**src/rtl/regfile_wr_arb_pkg.sv**
```systemverilog
// Shared constants and types for the register-file write arbiter.
// Register indices used for the hardware exception counters and the zero register.
package regfile_pkg;

    localparam int REG_AW = 5;

    localparam logic [REG_AW-1:0] XZR_IDX     = 5'd31;
    localparam logic [REG_AW-1:0] EXC_EXT_IDX = 5'd29;
    localparam logic [REG_AW-1:0] EXC_INV_IDX = 5'd30;

    typedef enum logic [1:0] {
        SRC_NONE,
        SRC_WB,
        SRC_EXT,
        SRC_INV
    } wrSrc_e;

endpackage

```
**src/rtl/regfile_wr_arb_if.sv**
```systemverilog
// Bundle between the WB stage / exception logic (master) and the write arbiter (slave).
interface regfile_wr_if import regfile_pkg::*; #(
    parameter int N = 64
);

    logic              wb_we;
    logic [REG_AW-1:0] wb_wa;
    logic [N-1:0]      wb_wd;
    logic              exc_ext;
    logic              exc_inv;
    logic              we3;
    logic [REG_AW-1:0] wa3;
    logic [N-1:0]      wd3;
    logic [N-1:0]      ext_cnt;
    logic [N-1:0]      inv_cnt;
    logic              stall;
    logic [1:0]        pend;

    modport master (
        output wb_we, wb_wa, wb_wd, exc_ext, exc_inv,
        input  we3, wa3, wd3, ext_cnt, inv_cnt, stall, pend
    );

    modport slave (
        input  wb_we, wb_wa, wb_wd, exc_ext, exc_inv,
        output we3, wa3, wd3, ext_cnt, inv_cnt, stall, pend
    );

endinterface

```
**src/rtl/regfile_wr_arb_exc_counter.sv**
```systemverilog
// Shadow copy of one exception counter register plus its pending-flush flag.
// With EXC_CNT_SAT_EN defined the counter sticks at all-ones instead of wrapping.
module exc_counter #(
    parameter int N = 64
) (
    input  logic         clk,
    input  logic         reset,
    input  logic         inc_i,
    input  logic         load_i,
    input  logic [N-1:0] load_data_i,
    input  logic         flush_i,
    output logic [N-1:0] cnt_o,
    output logic [N-1:0] cnt_next_o,
    output logic         pend_o
);

    logic [N-1:0] cnt_q, cnt_d, base;
    logic         pend_q, pend_d, incOk;

    // A pipeline load replaces the base value; a same-cycle pulse increments on top of it.
    always_comb begin
        base = load_i ? load_data_i : cnt_q;
`ifdef EXC_CNT_SAT_EN
        incOk = inc_i && (base != {N{1'b1}});
`else
        incOk = inc_i;
`endif
        cnt_d  = base + {{(N-1){1'b0}}, incOk};
        pend_d = incOk || (pend_q && !load_i && !flush_i);
    end

    always_ff @(posedge clk) begin
        if (reset) begin
            cnt_q  <= '0;
            pend_q <= 1'b0;
        end else begin
            cnt_q  <= cnt_d;
            pend_q <= pend_d;
        end
    end

    assign cnt_o      = cnt_q;
    assign cnt_next_o = cnt_d;
    assign pend_o     = pend_q;

endmodule

```
**src/rtl/regfile_wr_arb.sv**
```systemverilog
// Sole driver of the regfile write port: merges WB writes with X29/X30 exception-counter flushes.
// Optional macro EXC_CNT_SAT_EN makes the exception counters saturate instead of wrap.
module regfile_wr_arb import regfile_pkg::*; #(
    parameter int N          = 64,
    parameter int STARVE_MAX = 4
) (
    input logic         clk,
    input logic         reset,
    regfile_wr_if.slave bus
);

    localparam int SW = $clog2(STARVE_MAX + 1);

    wrSrc_e            src;
    logic              wbTake, loadExt, loadInv, flushExt, flushInv;
    logic              pendExt, pendInv;
    logic [N-1:0]      extCnt, invCnt, extNext, invNext;
    logic              we3_q, we3_d, stall_q, stall_d;
    logic [REG_AW-1:0] wa3_q, wa3_d;
    logic [N-1:0]      wd3_q, wd3_d;
    logic [SW-1:0]     starve_q, starve_d;

    // The pipeline always wins the slot; X29 flushes take priority over X30.
    always_comb begin
        wbTake = bus.wb_we && (bus.wb_wa != XZR_IDX);
        src    = SRC_NONE;
        if (wbTake)       src = SRC_WB;
        else if (pendExt) src = SRC_EXT;
        else if (pendInv) src = SRC_INV;
        loadExt  = wbTake && (bus.wb_wa == EXC_EXT_IDX);
        loadInv  = wbTake && (bus.wb_wa == EXC_INV_IDX);
        flushExt = (src == SRC_EXT);
        flushInv = (src == SRC_INV);
    end

    exc_counter #(.N(N)) u_ext (
        .clk(clk), .reset(reset), .inc_i(bus.exc_ext), .load_i(loadExt),
        .load_data_i(bus.wb_wd), .flush_i(flushExt),
        .cnt_o(extCnt), .cnt_next_o(extNext), .pend_o(pendExt)
    );

    exc_counter #(.N(N)) u_inv (
        .clk(clk), .reset(reset), .inc_i(bus.exc_inv), .load_i(loadInv),
        .load_data_i(bus.wb_wd), .flush_i(flushInv),
        .cnt_o(invCnt), .cnt_next_o(invNext), .pend_o(pendInv)
    );

    always_comb begin
        we3_d = 1'b1;
        wa3_d = wa3_q;
        wd3_d = wd3_q;
        unique case (src)
            SRC_WB:  begin wa3_d = bus.wb_wa;   wd3_d = bus.wb_wd; end
            SRC_EXT: begin wa3_d = EXC_EXT_IDX; wd3_d = extNext;   end
            SRC_INV: begin wa3_d = EXC_INV_IDX; wd3_d = invNext;   end
            default: we3_d = 1'b0;
        endcase
    end

    // An ignored stall restarts the starvation count from zero.
    always_comb begin
        if (!(pendExt || pendInv) || flushExt || flushInv)
            starve_d = '0;
        else if (wbTake)
            starve_d = (starve_q == SW'(STARVE_MAX)) ? '0 : starve_q + 1'b1;
        else
            starve_d = starve_q;
        stall_d = (starve_d == SW'(STARVE_MAX));
    end

    always_ff @(posedge clk) begin
        if (reset) begin
            we3_q    <= 1'b0;
            wa3_q    <= '0;
            wd3_q    <= '0;
            stall_q  <= 1'b0;
            starve_q <= '0;
        end else begin
            we3_q    <= we3_d;
            wa3_q    <= wa3_d;
            wd3_q    <= wd3_d;
            stall_q  <= stall_d;
            starve_q <= starve_d;
        end
    end

    assign bus.we3     = we3_q;
    assign bus.wa3     = wa3_q;
    assign bus.wd3     = wd3_q;
    assign bus.ext_cnt = extCnt;
    assign bus.inv_cnt = invCnt;
    assign bus.stall   = stall_q;
    assign bus.pend    = {pendInv, pendExt};

endmodule

```
**src/flat_wrapper.sv**
```systemverilog
// flat-port wrapper written by rule: the top's interface ports become plain ports
module regfile_wr_arb_flat import regfile_pkg::*;
#(
    parameter int N          = 64,
    parameter int STARVE_MAX = 4
)
  (clk, reset, bus_wb_we, bus_wb_wa, bus_wb_wd, bus_exc_ext, bus_exc_inv, bus_we3, bus_wa3, bus_wd3, bus_ext_cnt, bus_inv_cnt, bus_stall, bus_pend);
  regfile_wr_if #(.N(N)) bus_i ();
  input logic clk;
  input logic reset;
  input wire logic [$bits(bus_i.wb_we)-1:0] bus_wb_we;
  input wire logic [$bits(bus_i.wb_wa)-1:0] bus_wb_wa;
  input wire logic [$bits(bus_i.wb_wd)-1:0] bus_wb_wd;
  input wire logic [$bits(bus_i.exc_ext)-1:0] bus_exc_ext;
  input wire logic [$bits(bus_i.exc_inv)-1:0] bus_exc_inv;
  output wire logic [$bits(bus_i.we3)-1:0] bus_we3;
  output wire logic [$bits(bus_i.wa3)-1:0] bus_wa3;
  output wire logic [$bits(bus_i.wd3)-1:0] bus_wd3;
  output wire logic [$bits(bus_i.ext_cnt)-1:0] bus_ext_cnt;
  output wire logic [$bits(bus_i.inv_cnt)-1:0] bus_inv_cnt;
  output wire logic [$bits(bus_i.stall)-1:0] bus_stall;
  output wire logic [$bits(bus_i.pend)-1:0] bus_pend;
  assign bus_i.wb_we = bus_wb_we;
  assign bus_i.wb_wa = bus_wb_wa;
  assign bus_i.wb_wd = bus_wb_wd;
  assign bus_i.exc_ext = bus_exc_ext;
  assign bus_i.exc_inv = bus_exc_inv;
  assign bus_we3 = bus_i.we3;
  assign bus_wa3 = bus_i.wa3;
  assign bus_wd3 = bus_i.wd3;
  assign bus_ext_cnt = bus_i.ext_cnt;
  assign bus_inv_cnt = bus_i.inv_cnt;
  assign bus_stall = bus_i.stall;
  assign bus_pend = bus_i.pend;
  regfile_wr_arb #(.N(N), .STARVE_MAX(STARVE_MAX)) u_core (.clk(clk), .reset(reset), .bus(bus_i));
endmodule
```
**config.mk**
```make
export PLATFORM = sky130hd
export DESIGN_NAME = regfile_wr_arb_flat
export DESIGN_NICKNAME = d
export VERILOG_FILES = /design/src/rtl/regfile_wr_arb_pkg.sv /design/src/rtl/regfile_wr_arb_if.sv /design/src/rtl/regfile_wr_arb_exc_counter.sv /design/src/rtl/regfile_wr_arb.sv /design/src/flat_wrapper.sv
export SDC_FILE = /design/constraint.sdc
export NUM_CORES = 1
export LEC_CHECK = 0
export CAP_MARGIN = 5
export CELL_PAD_IN_SITES_DETAIL_PLACEMENT = 0
export CELL_PAD_IN_SITES_GLOBAL_PLACEMENT = 2
export CORE_MARGIN = 3
export CORE_UTILIZATION = 29
export DETAILED_ROUTE_END_ITERATION = 6
export DONT_BUFFER_PORTS = 1
export PLACE_DENSITY = 0.68
export SETUP_SLACK_MARGIN = 0.1
export SYNTH_ARGS = -nofsm -noshare
export SYNTH_HDL_FRONTEND = slang
export SYNTH_HIERARCHICAL = 1
export SYNTH_SLANG_ARGS = --single-unit
```
**constraint.sdc**
```tcl
create_clock -name clk -period 4.43 [get_ports clk]
set_input_delay 0 -clock clk [delete_from_list [all_inputs] [get_ports clk]]
set_output_delay 0 -clock clk [all_outputs]
set_load 0.05 [all_outputs]
```
==> run summary, run 1 <==
EDFF count, synth: 0
Psw: 1.53 mW
Synth area leader: dfxtp_1
Vias in the first global route: 13.3k
# fillers: 5069
Critical path arrival: 4.61 ns
Inserted Clock Buffers: 29
Relative slew margins: 0.313
Grt total ovfl: 0
Hold path depth: 3
DR vias: 13.3k
Die Ht: 228 µm
Clock transition at the registers of the reported paths: 0.06 ns
DRC: 0
GP Congestion: 0.808
Critical R2R Launch: u_core/u_ext/cnt_o[0]$_SDFF_PP0_
Die area: 51800 µm²
#FFs+latches synth: 204
Area Growth Syn to Fin: 21.5%
CTS Buffer Depth: 3
Yosys top cell area share: 0.287
First-pass GRT wire length: 92100 µm
Ant. Diodes: 0
Peak supply drop: 0.000277 V
WL/cell: 26.0 µm
Post-synthesis simple-gate area fraction: 0.291
Netlist Area Pre-Place: 14200 µm²
Final setup violating endpoints: 0
CTS root buffer: clkbuf_16
Final worst path period need: 4.08 ns
Largest family of logic cells by synthesized area: simple AND/OR/NAND/NOR gates
Synthesized instance count: 1663
Pre-antenna DRT Iters: 7
Min-delay src: reset
Crit. End Element: flop
Dpl cells: 2311
Register area share after synthesis: 0.287
Startpoint types: input port
Postcts setup bufs: 0
Worst Reg2Reg Path Length in Cells: 11
Clock Skew: 0.0137 ns
Post-synth ARST share: 0
Initial antenna violation count: 2
Clock Latency Late Sink: 0.58 ns
Layout cells sized above 1: 0.146
Post-DP HPWL: 43800 µm
Setup WS post-layout: 0.348 ns
I/O pins: 275
Crit Path Category: input port to flop
CTS tree: built
Switching share of power: 0.297
Layout Utilization: 0.359
DRT antenna net count: 0
Finished Layout Cells: 2453
Final hold violation count: 6
Combinational Power Share: 0.099
Syn avg cell area: 8.56 µm²
CORE AREA: 48100 µm²
Hold crit path type: input port to flop
Synth Area in Adders: 0.00527
Slew Viols, Final: 0
Top post-synthesis cells by count: 204 x dfxtp_1, 162 x mux2i_1, 143 x nand2_1
Max-cap viol count: 0
WHS: -0.0132 ns
Most used DFF post-synth: dfxtp_1
Leakage: 6.01 nW
Hold Path End: u_core/bus.wd3[57]$_SDFFE_PP0P_
Register Area: 4090 µm²
Number of distinct library cells after synthesis: 60
Failing checks: hold timing
Post-synthesis compound-gate area fraction: 0.112
Fin Setup TNS: 0 ns
Largest net degree at the start of global routing: 164
RSZ-0062 raised after global routing: false
Yosys Warn Count: 6
Period Utilization, post-route: 0.921
R2R setup slack: 0.49 ns
Nets: 1857
Initial Utilization: 0.296
Buffers on Ports: 0
Clk sink count: 204
Power density over the cells: 298 nW/µm²
Top fanout value on the critical path: 53
Mux cell area share after synthesis: 0.189
FMAX: 245 MHz
Status: complete, but fails checks
Initial DRC count: 866
H-tree depth: 1
Slew @ Worst Pin: 1.03 ns
Synth area leaders: dfxtp_1 29%, mux2i_1 11%, mux2_2 7.5%
Reg power frac: 0.428
Drt total wl: 63900 µm
Dpl ws: 0.468 ns
Tot GR Track Use: 0.236
Clock share of power: 0.474
Crit. Startpoint: bus_wb_wa[1]
Area of the multi-input gates: 9560 µm²
Most common cell in the synthesized netlist: dfxtp_1
Die Width: 228 µm
XOR/XNOR Fraction of Synth Area: 0.0719
Worst path required time: 4.96 ns
Vias per cell: 5.44
R2r endpoint: u_core/u_ext/cnt_o[50]$_SDFF_PP0_
Core Rows: 80
Mapped Nets: 1743
Internal power: 3.63 mW
## flip-flops by register name, summed over array words and instances (netlist names)
register	cells
u_core/u_inv/cnt_o	64
u_core/u_inv/pend_o	1
u_core/bus.wd3	64
u_core/u_ext/pend_o	1
u_core/bus.we3	1
u_core/bus.stall	1
u_core/u_ext/cnt_o	64
u_core/bus.wa3	5
u_core/starve_q	3
## metrics by stage
step                cell area (µm²)  power (mW)
floorplan                     14200        2.53
global placement              15400        2.62
detailed placement            15400        2.62
CTS                           17300        5.23
global route                  17300        5.34
finish                        17300        5.16
## kinds of logic after synthesis
| logic type | count (synthesis) |
|---|---|
| AOI/OAI and AO/OA | 219 |
| xor gates and xnor gates | 117 |
| adders and majority gates | 6 |
| buffers and inverters | 138 |
| DFF | 204 |
| muxes | 257 |
| and+or+nand+nor | 722 |
## critical path: stages
cell,delay (ns)
dlygate4sd3_1,0.60
nand4_2,0.18
nor3b_2,0.64
buf_12,0.33
nand3_1,0.18
a222oi_1,0.31
buf_4,0.18
nand4_2,0.29
nor2_1,0.25
buf_4,0.20
a31oi_1,0.11
dlygate4sd3_1,0.58
nor3_1,0.15
dlygate4sd3_1,0.56
## power groups by stage
stage / logic [mW] / registers, mW / clock network [mW]
after global placement: 0.367 / 2.25 / 0
after floorplan: 0.328 / 2.20 / 0
after detailed placement: 0.372 / 2.25 / 0
final: 0.509 / 2.21 / 2.44
after CTS: 0.507 / 2.21 / 2.51
after global routing: 0.553 / 2.22 / 2.57
## cell usage in the layout (no fill, tap or decap), drive strengths merged, types with 25 or more instances in the layout
| cell type | n |
|---|---|
| xnor2 | 61 |
| o21ai | 25 |
| nor2b | 135 |
| buf | 99 |
| dlygate4sd3 | 89 |
| a21oi | 33 |
| o211ai | 64 |
| inv | 33 |
| nand3b | 58 |
| nand2 | 143 |
| nor2 | 51 |
| mux2 | 95 |
| nand4 | 41 |
| nand3 | 102 |
| dfxtp | 204 |
| mux2i | 162 |
| clkbuf | 46 |
| xor2 | 56 |
| nor3 | 34 |
| nand2b | 76 |
## cell type report
class                           instances  share of cell area
Sequential cell                       204               0.236
Clock inverter                          6             0.00629
Clock buffer                           45              0.0500
Tap cell                              656              0.0474
Timing Repair Buffer                  189               0.100
Inverter                               32             0.00709
Multi-Input combinational cell       1321               0.552
## worst max-delay path by stage
stage / end / slack (ns)
6_report: u_core/u_inv/cnt_o[51]$_SDFF_PP0_ / 0.35
5_1_grt: u_core/u_inv/cnt_o[51]$_SDFF_PP0_ / 0.15
3_3_place_gp: u_core/bus.wd3[50]$_SDFFE_PP0P_ / 0.35
3_5_place_dp: u_core/bus.wd3[50]$_SDFFE_PP0P_ / 0.47
4_1_cts: u_core/u_ext/cnt_o[49]$_SDFF_PP0_ / 0.15
2_1_floorplan: u_core/bus.wd3[50]$_SDFFE_PP0P_ / 0.34
## per-layer routing
layer,wire (µm),GRT usage,vias up,part of all wire
li1,-,-,6242,-
met1,27600,0.306,6626,0.43
met2,29500,0.390,393,0.46
met3,5340,0.0697,71,0.084
met4,1440,0.0526,2,0.022
met5,13,0,-,0.00020
## what timing repair did
action	in CTS	in global routing
hold endpoints to repair	204	0
hold buffers	90	0
resized for setup	0	3
setup endpoints to repair	0	2
No activity file was read; power rests on OpenSTA's default activity.
==> run 2: changes to the inputs <==
CTS_BUF_LIST = sky130_fd_sc_hd__clkbuf_8   (was not set)
MAX_ROUTING_LAYER = met4   (was not set)
clock period = 4.2 ns   (was 4.43 ns; I/O delays follow)
==> run summary, run 2 (synthesis gave the netlist of run 1 again) <==
Pre-antenna DRT Iters: 5 (-2)
Initial antenna violation count: 1 (-1)
Vias in the first global route: 13.5k (+1.7%)
Grt total ovfl: 0 (unchanged)
CTS Buffer Depth: 3 (unchanged)
GR peak layer: met2
Largest net degree at the start of global routing: 165 (+0.61%)
Area Growth Syn to Fin: 25.3%
Period Utilization, post-route: 0.952
DRT antenna net count: 0 (unchanged)
Status: completed
Ant. Diodes: 0 (unchanged)
Met3 usage: 0.0782 (+0.00848)
Buffers on Ports: 0 (unchanged)
Core Rows: 80 (unchanged)
Layout cells sized above 1: 0.181 (+0.0346)
Commonest non-fill, non-tap cell in the layout: dfxtp_1
Power density over the cells: 289 nW/µm² (-3.0%)
CTS tree: built
Register Area: 4090 µm² (unchanged)
R2R setup slack: 0.27 ns (-0.22 ns)
Clock Latency Late Sink: 0.63 ns (+0.05 ns)
Vias per cell: 5.40 (-0.73%)
I/O pins: 275 (unchanged)
Tot Pwr: 5.16 mW (about the same)
Post-DP HPWL: 44200 µm (+0.99%)
Drt total wl: 64000 µm (+0.15%)
WL/cell: 25.1 µm (-3.7%)
Initial DRC count: 1061 (+23%)
Inserted Clock Buffers: 44 (+52%)
Met2 usage: 0.381 (-0.00858)
H-tree depth: 2 (+1)
Crit. Startpoint: bus_wb_wa[2]
Peak supply drop: 0.000250 V (-9.9%)
Startpoint types: input port
GP Congestion: 0.849 (+5.0%)
Initial Utilization: 0.296 (unchanged)
Critical R2R Launch: u_core/u_inv/cnt_o[5]$_SDFF_PP0_
Clock Skew: 0.0626 ns (+0.0489 ns)
Clk sink count: 204 (unchanged)
DRC: 0 (unchanged)
Most frequent cells in the layout: 202 x dfxtp_1, 162 x mux2i_1, 154 x buf_4
Fin Setup TNS: 0 ns (unchanged)
R2r endpoint: u_core/u_inv/cnt_o[51]$_SDFF_PP0_
CORE AREA: 48100 µm² (unchanged)
# fillers: 4958 (-2.2%)
Final setup violating endpoints: 0 (unchanged)
Die area: 51800 µm² (unchanged)
Crit Path Category: input port to flop
Relative slew margins: 0.318 (+0.00521)
Slew Viols, Final: 0 (unchanged)
Critical path arrival: 4.49 ns (-0.12 ns)
Die Width: 228 µm (unchanged)
M1 GR Usage: 0.307 (+0.00102)
Tot GR Track Use: 0.245 (+0.00930)
Max-cap viol count: 0 (unchanged)
RSZ-0062 raised after global routing: true
Nets: 1945 (+4.7%)
Final worst path period need: 4.00 ns
Slew @ Worst Pin: 1.02 ns (-0.00781 ns)
Final hold violation count: 0 (-6)
Hold crit path type: input port to flop
Clock transition at the registers of the reported paths: 0.06 ns (about the same)
Worst path required time: 4.69 ns (-0.27 ns)
FMAX: 250 MHz
CTS root buffer: clkbuf_8
Worst Reg2Reg Path Length in Cells: 11 (unchanged)
Top fanout value on the critical path: 21 (-60%)
Crit. End Element: flop
Die Ht: 228 µm (unchanged)
DR vias: 13.8k (+3.2%)
First-pass GRT wire length: 92100 µm (about the same)
Critical Path Sink: u_core/u_inv/cnt_o[51]$_SDFF_PP0_
Area of the multi-input gates: 9580 µm² (+0.27%)
Leakage: 6.42 nW (+6.9%)
run 2: cell count changes in the layout (fill, tap and decap cells not counted), sizes merged:
cell and change:
bufinv -1, dlygate4sd3 +10, inv +15, dlymetal6s4s +1, clkinv +2, clkbuf +9, buf +62
run 2: stage by stage:
| stage | cells | area [µm²] | setup WS [ns] | utilization | hold WS (ns) |
|---|---|---|---|---|---|
| 3_3_place_gp | 2372 | 15900 | 0.529 | 0.329 | 0.102 |
| 3_5_place_dp | 2372 | 15900 | 0.483 | 0.329 | 0.104 |
| 4_1_cts | 2548 | 17800 | 0.179 | 0.369 | 0.000962 |
| 2_1_floorplan | 1663 | 14200 | 0.111 | - | 0.0691 |
| 5_1_grt | 2551 | 17800 | 0.0938 | 0.371 | 0.0614 |
| 6_report | 2551 | 17800 | 0.201 | 0.371 | 0.0461 |
run 2: worst max-delay path: stages:
cell	delay [ns]
dlygate4sd3_1	0.61
nand4_4	0.16
nor3b_4	0.38
buf_12	0.22
buf_4	0.25
and4b_1	0.29
a22o_1	0.36
nand4_2	0.22
buf_4	0.19
nor2_1	0.07
buf_4	0.15
buf_4	0.15
a31oi_1	0.18
dlygate4sd3_1	0.57
nor3_1	0.05
dlygate4sd3_1	0.60
run 2: area by class of cell:
cell class	count	area share
clock inverter	22	0.00814
timing repair buffer	262	0.131
clock buffer	54	0.0417
tap	656	0.0460
sequential	204	0.229
multi-input combinational	1321	0.537
inverter	32	0.00687
run 2: repair_timing:
item                                   4_1_cts  5_1_grt
buffers inserted                             0        1
hold buffers                               100        1
resized for setup                            0        6
setup endpoints to repair                    0        2
endpoints found under the hold margin      204        1
run 2: worst min path at each step:
stage | slack (ns) | from | cells past startpoint | end
2_1_floorplan | 0.07 | reset | 1 | u_core/bus.we3$_SDFF_PP0_
3_3_place_gp | 0.10 | bus_wb_we | 1 | u_core/bus.wa3[0]$_SDFFE_PP0P_
3_5_place_dp | 0.10 | bus_wb_we | 1 | u_core/bus.wa3[0]$_SDFFE_PP0P_
4_1_cts | 0.001 | bus_wb_wd[19] | 6 | u_core/u_inv/cnt_o[21]$_SDFF_PP0_
5_1_grt | 0.06 | bus_wb_wd[51] | 4 | u_core/u_ext/cnt_o[52]$_SDFF_PP0_
6_report | 0.05 | bus_wb_wd[32] | 6 | u_core/u_ext/cnt_o[36]$_SDFF_PP0_
run 2: where the power goes:
group          leakage (nW)  switching, mW  internal [mW]  total (mW)
sequential             1.66          0.306           2.01        2.31
clock                 0.517           1.00           1.27        2.28
combinational          4.24          0.323          0.247       0.570
total                  6.42           1.63           3.53        5.16
run 2: layer usage:
layer / share of wire / vias to the layer above / wire length [µm]
met1: 0.43 / 6754 / 27400
li1: - / 6439 / -
met2: 0.46 / 491 / 29100
met3: 0.092 / 81 / 5900
met4: 0.025 / 0 / 1590
met5: 0 / - / 0
